### src/rtl/product_accumulator_if.sv
// Product-in / result-out stream bundle for the accumulate stage.
// Latency: n/a (wires only).
// Backpressure: valid/ready on both the product and result sides.
interface product_accumulator_if #(
    parameter int N     = 5,
    parameter int ACC_W = 12
);
    logic             in_valid;
    logic             in_ready;
    logic [2*N-1:0]   in_product;
    logic             out_valid;
    logic             out_ready;
    logic [ACC_W-1:0] out_sum;
    logic             out_ovf;

    // Producer of products / consumer of results (multiplier + downstream side).
    modport master (
        output in_valid, in_product, out_ready,
        input  in_ready, out_valid, out_sum, out_ovf
    );

    // The accumulator itself.
    modport slave (
        input  in_valid, in_product, out_ready,
        output in_ready, out_valid, out_sum, out_ovf
    );
endinterface

### src/rtl/product_accumulator.sv
// Sums each group of TERMS signed products into one signed ACC_W-bit dot-product result.
// Latency: result registered one cycle after the group's last accepted product.
// Backpressure: in_ready = !out_valid | out_ready; a pending undrained result freezes the datapath.
// Optional: PRODUCT_ACCUMULATOR_SATURATE_EN clamps each add to the ACC_W range and reports a sticky
// group overflow on out_ovf; without it the sum wraps at ACC_W bits and out_ovf is tied 0.
module product_accumulator #(
    parameter int N     = 5,
    parameter int TERMS = 4,
    parameter int CNT_W = 2,
    parameter int ACC_W = 12
) (
    input  logic                   clk,
    input  logic                   rst_n,
    input  logic                   clear,
    output logic                   busy,
    product_accumulator_if.slave   bus
);
    localparam logic [CNT_W-1:0] LAST_CNT = CNT_W'(TERMS - 1);

    logic signed [ACC_W-1:0] acc;
    logic        [CNT_W-1:0] cnt;
    logic signed [ACC_W-1:0] term;
    logic signed [ACC_W-1:0] base;
    logic signed [ACC_W-1:0] sum;
    logic                    grp_ovf;
    logic                    accept;
    logic                    drain;
    logic                    last;
    logic        [ACC_W-1:0] out_sum_q;
    logic                    out_valid_q;

    assign bus.in_ready  = !out_valid_q || bus.out_ready;
    assign accept        = bus.in_valid && bus.in_ready;
    assign drain         = out_valid_q && bus.out_ready;
    // A cleared cycle consumes the product but never completes a group.
    assign last          = accept && !clear && (cnt == LAST_CNT);
    assign busy          = (cnt != '0);
    assign bus.out_valid = out_valid_q;
    assign bus.out_sum   = out_sum_q;

    // Sign-extend the incoming product and start each group from zero.
    always_comb begin
        term = ACC_W'($signed(bus.in_product));
        base = (cnt == '0) ? '0 : acc;
    end

`ifdef PRODUCT_ACCUMULATOR_SATURATE_EN
    localparam logic signed [ACC_W-1:0] MAX_V = {1'b0, {(ACC_W-1){1'b1}}};
    localparam logic signed [ACC_W-1:0] MIN_V = {1'b1, {(ACC_W-1){1'b0}}};

    logic signed [ACC_W:0] wide;
    logic                  step_ovf;
    logic                  ovf_acc;
    logic                  out_ovf_q;

    assign bus.out_ovf = out_ovf_q;

    // One guard bit catches the overflow; clamp to the nearer bound and fold into the sticky flag.
    always_comb begin
        wide     = (ACC_W+1)'(base) + (ACC_W+1)'(term);
        step_ovf = (wide[ACC_W] != wide[ACC_W-1]);
        sum      = wide[ACC_W-1:0];
        if (step_ovf) begin
            sum = wide[ACC_W] ? MIN_V : MAX_V;
        end
        grp_ovf  = ((cnt != '0) && ovf_acc) || step_ovf;
    end

    // Sticky overflow for the group in progress and the flag travelling with each result.
    always_ff @(posedge clk or negedge rst_n) begin
        if (!rst_n) begin
            ovf_acc   <= 1'b0;
            out_ovf_q <= 1'b0;
        end else begin
            if (clear || last) begin
                ovf_acc <= 1'b0;
            end else if (accept) begin
                ovf_acc <= grp_ovf;
            end
            if (last) begin
                out_ovf_q <= grp_ovf;
            end
        end
    end
`else
    // Plain two's-complement wrap; no overflow tracking exists in this build.
    always_comb begin
        sum     = base + term;
        grp_ovf = 1'b0;
    end

    assign bus.out_ovf = grp_ovf;
`endif

    // Group accumulator and term counter; clear aborts the group and discards any same-cycle product.
    always_ff @(posedge clk or negedge rst_n) begin
        if (!rst_n) begin
            acc <= '0;
            cnt <= '0;
        end else if (clear || last) begin
            acc <= '0;
            cnt <= '0;
        end else if (accept) begin
            acc <= sum;
            cnt <= cnt + 1'b1;
        end
    end

    // Result register: loads on the last term, otherwise holds; valid drops only on a drain with no refill.
    always_ff @(posedge clk or negedge rst_n) begin
        if (!rst_n) begin
            out_sum_q   <= '0;
            out_valid_q <= 1'b0;
        end else if (last) begin
            out_sum_q   <= sum;
            out_valid_q <= 1'b1;
        end else if (drain) begin
            out_valid_q <= 1'b0;
        end
    end
endmodule

### src/flat_wrapper.sv
// flat-port wrapper written by rule: the top's interface ports become plain ports
module product_accumulator_flat 
#(
    parameter int N     = 5,
    parameter int TERMS = 4,
    parameter int CNT_W = 2,
    parameter int ACC_W = 12
)
  (clk, rst_n, clear, busy, bus_in_valid, bus_in_product, bus_out_ready, bus_in_ready, bus_out_valid, bus_out_sum, bus_out_ovf);
  product_accumulator_if #(.N(N), .ACC_W(ACC_W)) bus_i ();
  input  logic clk;
  input  logic rst_n;
  input  logic clear;
  output logic busy;
  input wire logic [$bits(bus_i.in_valid)-1:0] bus_in_valid;
  input wire logic [$bits(bus_i.in_product)-1:0] bus_in_product;
  input wire logic [$bits(bus_i.out_ready)-1:0] bus_out_ready;
  output wire logic [$bits(bus_i.in_ready)-1:0] bus_in_ready;
  output wire logic [$bits(bus_i.out_valid)-1:0] bus_out_valid;
  output wire logic [$bits(bus_i.out_sum)-1:0] bus_out_sum;
  output wire logic [$bits(bus_i.out_ovf)-1:0] bus_out_ovf;
  assign bus_i.in_valid = bus_in_valid;
  assign bus_i.in_product = bus_in_product;
  assign bus_i.out_ready = bus_out_ready;
  assign bus_in_ready = bus_i.in_ready;
  assign bus_out_valid = bus_i.out_valid;
  assign bus_out_sum = bus_i.out_sum;
  assign bus_out_ovf = bus_i.out_ovf;
  product_accumulator #(.N(N), .TERMS(TERMS), .CNT_W(CNT_W), .ACC_W(ACC_W)) u_core (.clk(clk), .rst_n(rst_n), .clear(clear), .busy(busy), .bus(bus_i));
endmodule
### config.mk
export PLATFORM = sky130hd
export DESIGN_NAME = product_accumulator_flat
export DESIGN_NICKNAME = d
export VERILOG_FILES = /design/src/rtl/product_accumulator_if.sv /design/src/rtl/product_accumulator.sv /design/src/flat_wrapper.sv
export SDC_FILE = /design/constraint.sdc
export NUM_CORES = 1
export LEC_CHECK = 0
export CAP_MARGIN = 40
export CORE_MARGIN = 2
export CORE_UTILIZATION = 40
export CTS_BUF_LIST = sky130_fd_sc_hd__clkbuf_8 sky130_fd_sc_hd__clkbuf_16
export DETAILED_ROUTE_END_ITERATION = 16
export GPL_ROUTABILITY_DRIVEN = 1
export MAX_ROUTING_LAYER = met4
export PLACE_DENSITY = 0.7
export SYNTH_ARGS = -nofsm -noshare
export SYNTH_HDL_FRONTEND = slang
export SYNTH_SLANG_ARGS = --single-unit
### constraint.sdc
create_clock -name clk -period 4.2 [get_ports clk]
set_clock_uncertainty 0.1 [all_clocks]
set_input_delay 0.42 -clock clk [delete_from_list [all_inputs] [get_ports clk]]
set_output_delay 0.42 -clock clk [all_outputs]
set_load 0.05 [all_outputs]
* Word-level counts from Yosys, hierarchy flattened
Cells that the tools add are included.
** Operators by class
- $add $sub $neg :: 2
- Eq/ne operators :: 1
- Multiplexer cells :: 7
- Reduce and logical (&&, ||, !) cells :: 12
** Operators with widths (number)
- 2-to-1 mux 12 bit :: 3
- adder 12 x 10 -> 12 bit :: 1
- nonzero test 2 bit :: 3
- logical AND 1 bit :: 4
- 2-to-1 mux 2 bit :: 2
- adder 2 x 1 -> 2 bit (second input constant) :: 1
- == test 2 bit (second input constant) :: 1
- logical NOT 1 bit :: 2
- logical NOT 2 bit :: 1
- logical OR 1 bit :: 2
- 2-to-1 mux 1 bit :: 2
** Word-level totals
- Register bits after elaboration :: 27
- Bits of input ports :: 15
- Output and inout bits :: 16
- Logic and storage cells :: 26

* Longest topological paths before layout
- Word-level depth :: 7
- Mapped depth :: 11
- Depth with buffers taken out :: 10

* Worst setup path after synthesis
No wires, ideal clock.
- Path type :: reg2reg
- From :: register u_core.cnt[0]
- To :: register u_core.out_sum_q[10] (netlist: u_core.bus.out_sum[10])
- Setup time :: 125 ps
- Arrival time :: 2692 ps
- Data required time :: 3975 ps
- Path slack :: 1284 ps
- Cell stages (with the launch flop) :: 12
- Path buffers :: 1
- Period minus slack after synthesis :: 2916 ps
- Cell sequence :: dfrtp_1 -> inv_1 -> ha_1 -> clkbuf_1 -> nor2b_1 -> ha_1 -> fa_1 -> a21o_1 -> a221oi_1 -> o311ai_0 -> xor2_1 -> mux2_2
** On the way
- Longest elaborated chain between the ends :: 3
- Elaborated cells between the ends (all ways) :: 5
- Those cells by class :: add/sub: 1; eq/ne: 1; mux: 1; reduce/logical: 2
** RTL lines
- from (decl) :: line product_accumulator.sv:21 : logic [CNT_W-1:0] cnt;
- from (signal assigned) :: line product_accumulator.sv:105 : cnt <= cnt + 1'b1;
- logical NOT 2 bit :: line product_accumulator.sv:44 : base = (cnt == '0) ? '0 : acc;
- 2-to-1 mux 12 bit :: line product_accumulator.sv:44
- adder 12 x 10 -> 12 bit :: line product_accumulator.sv:88 : sum = base + term;
- to (signal assigned) :: line product_accumulator.sv:115 : out_sum_q <= sum;
- to (decl) :: line product_accumulator.sv:29 : logic [ACC_W-1:0] out_sum_q;
Several ways; a longest one is shown, not always the timed one.
A chain may end at the register's enable or synchronous reset.

* Worst setup path after layout
Same ends and word-level chain as after synthesis.

==> impl_results.md <==
- Post-layout min period: 3130 ps
- Gr usage total: 0.189
- Post-Syn Nets: 194
- Final nets: 227
- Hold path start: u_core.bus.out_sum[1]$_DFFE_PN0P_
- Iter 0 DRT Violations: between 60 and 70
- Die width: roughly 68 microns
- Placed cells: around 240
- Share of cells above drive strength 1: 0.0914
- Final setup viols: 0
- EDFF count, synth: 0
- First-pass GRT wire length: roughly 6.3 mm
- Area of the mapped netlist: roughly 1600 sq um
- Final Non-Filler Cells: ~250
- Max Clk Rate: about 320 MHz
- CTS Root Buffer Type: clkbuf_8
- Warnings, synthesis: 0
- Finished Core Util: 0.514
- Sequential fraction of the synthesis area: 0.413
- TNS Setup: 0 ps
- Vias in the first global route: 1312
- Actual slew at the worst max-slew pin: between 500 and 600 ps
- Net load switching power: approximately 0.27 mW
- Combinational share of power: 0.372
- Row Count: 23
- Critical path type: flop to flop
- Port bufs: 29
- Die height: 68.0 microns
- Relative slew slack: 0.665
- Synth top area cells: dfrtp_1 41%, ha_1 9.9%, nor2b_1 5.4%, nand2_1 5.0%, a22o_1 4.3%
- Initial Utilization: 0.412
- Final period util: 0.744
- Final Hold Vio Count: 0
- Final instance area: about 2000 sq um
- Status: finished clean
- Element type at the critical path start: flop
- Post-DP Area: ~2000 sq um
- Worst Hold Slack: roughly 380 ps
- Worst-path clk slew: ~100 ps
- Worst-Skew Late Latency: 270 ps
- Synth-to-Final Area Change: 24.8%
- Internal: 0.466 mW
- Syn_area_per_cell: between 9 and 10 sq um
- Seq pwr share: 0.423
- Total grt overflow: 0
- TritonCTS clock tree: built
- Routed wire length: about 3.8 mm
- # Max-Cap Violations: 0
- Crit path launch: u_core.cnt[0]$_DFFE_PN0P_
- H-Tree Depth: 1
- Synth Register Bits: 27
- Total power: about 0.74 mW
- Synth cell count leaders: 27 x dfrtp_1, 22 x nand2_1, 14 x nor2b_1
- Setup Fix Bufs, Post-CTS: 0
- Syn Inst Count: approximately 170
- Io pins: 31
- Critical Path RT: approximately 4300 ps
- Clock sinks: 27
- Post-route setup slack: between 1000 and 1500 ps
- Fillers: roughly 370
- Static Leak: between 0.9 and 1 nW
- Max Root-Sink Buffers: 2
- DP Worst Slack: 1090 ps
- CP endpoint kind: flop
- Post-synth top area share: 0.413
- Unrepaired setup endpoints after global routing: no
- Detailed Place HPWL: 2.80 mm
- Pin count of the biggest net entering global routing: 28
- Cell variety after synth: 41
- Async SR Flop Fraction: 1.00
- Total die area: around 4600 sq um
- TritonCTS Buffers: 3
- Remaining antenna violation count after routing: 0
- Critical path peak fanout: 13
- Post-CTS sizing: 0
- Slew Limit Fails: 0
- HP Class: flop to flop
- Yosys top cell by area: dfrtp_1
- Most used DFF post-synth: dfrtp_1
- Drt drc: 0
- Sw frac: 0.368
- Drt first pass iters: 4
- Top-count cell post-synth: dfrtp_1
- R2r startpoint: u_core.cnt[0]$_DFFE_PN0P_
- Avg Vias per Cell: 5.41
- Gp weighted congestion: roughly 0.85
- Via count: 1337
- Clk pwr share: 0.206
- Max VDD drop: 0.192 mV
- Ant diodes: 0
- Core area: between 3000 and 4000 sq um
- Hold Buf Count CTS: 0
- Initial antenna violation count: 0
- PD cells: 361 nW/um^2
- Average wire per standard cell: 15.3 microns
- CP arrival: 3190 ps
-- power by group through the flow --
stage,Combinational [mW],Clock (mW),Sequential (mW)
2_1_floorplan,0.103,0,0.394
5_1_grt,0.295,0.167,0.317
4_1_cts,0.277,0.157,0.313
3_5_place_dp,0.275,0,0.318
6_report,0.274,0.152,0.312
3_3_place_gp,0.270,0,0.316
-- layout by cell type (no fill, tap or decap), types with 3 or more instances in the layout --
cell              n
nor2b_1          14
o21ai_0          10
a22o_1            8
a21oi_1           4
o211ai_1          3
xnor2_1           6
mux2_2            5
buf_4             4
clkbuf_8          3
a21o_1            5
nor2_1            4
inv_1             5
nand2_1          22
nand3_1           3
ha_1             13
dfrtp_1          27
clkdlybuf4s50_1  29
-- critical path, stage by stage, from the launching register on --
cell,delay [ps]
dfrtp_1,430
inv_1,70
ha_1,460
nor2b_1,100
ha_1,230
fa_1,400
a21o_1,200
a221oi_1,370
o311ai_0,190
xor2_1,180
mux2_2,280
-- kinds of logic after synthesis --
kind of cell,after synthesis,share of synthesized area
simple gates,52,0.160
compound gates,48,0.214
flops,27,0.413
fa+ha+maj,14,0.112
buf+inv,11,0.0275
xor+xnor,7,0.0375
mux,5,0.0344
other cells,1,0.00229
-- flip-flops by register name, summed over array words and instances (netlist names) --
signal	flops
u_core.bus.out_valid	1
u_core.cnt	2
u_core.acc	12
u_core.bus.out_sum	12
-- cell type report --
class                      instances  area (sq um)  area share
sequential                        27           676       0.331
clock buffer                       3          41.3      0.0202
timing repair buffer              33           320       0.157
clock inverter                     1          5.00     0.00245
inverter                           6          22.5      0.0110
tap                               50          62.6      0.0306
multi-input combinational        127           916       0.448
-- metal layers --
metal | GRT usage | share of wire | wire (microns)
met1 | 0.245 | 0.47 | 1780
met2 | 0.316 | 0.49 | 1850
met3 | 0.0197 | 0.032 | 120
met5 | - | 0 | 0
met4 | 0.0525 | 0.0053 | 20
-- path summary, 6_finish.rpt --
check,end,slack (ps),cells after the start
max in group asynchronous,u_core.acc[9]$_DFFE_PN0P_,3320,2
setup reg to reg,u_core.bus.out_sum[10]$_DFFE_PN0P_,1070,10
min in group asynchronous,u_core.acc[2]$_DFFE_PN0P_,420,2
setup / recovery,u_core.bus.out_sum[10]$_DFFE_PN0P_,1070,10
hold reg to reg,u_core.bus.out_sum[1]$_DFFE_PN0P_,380,2
hold / removal,u_core.bus.out_sum[1]$_DFFE_PN0P_,380,2
(Power assumes the default switching activity.)
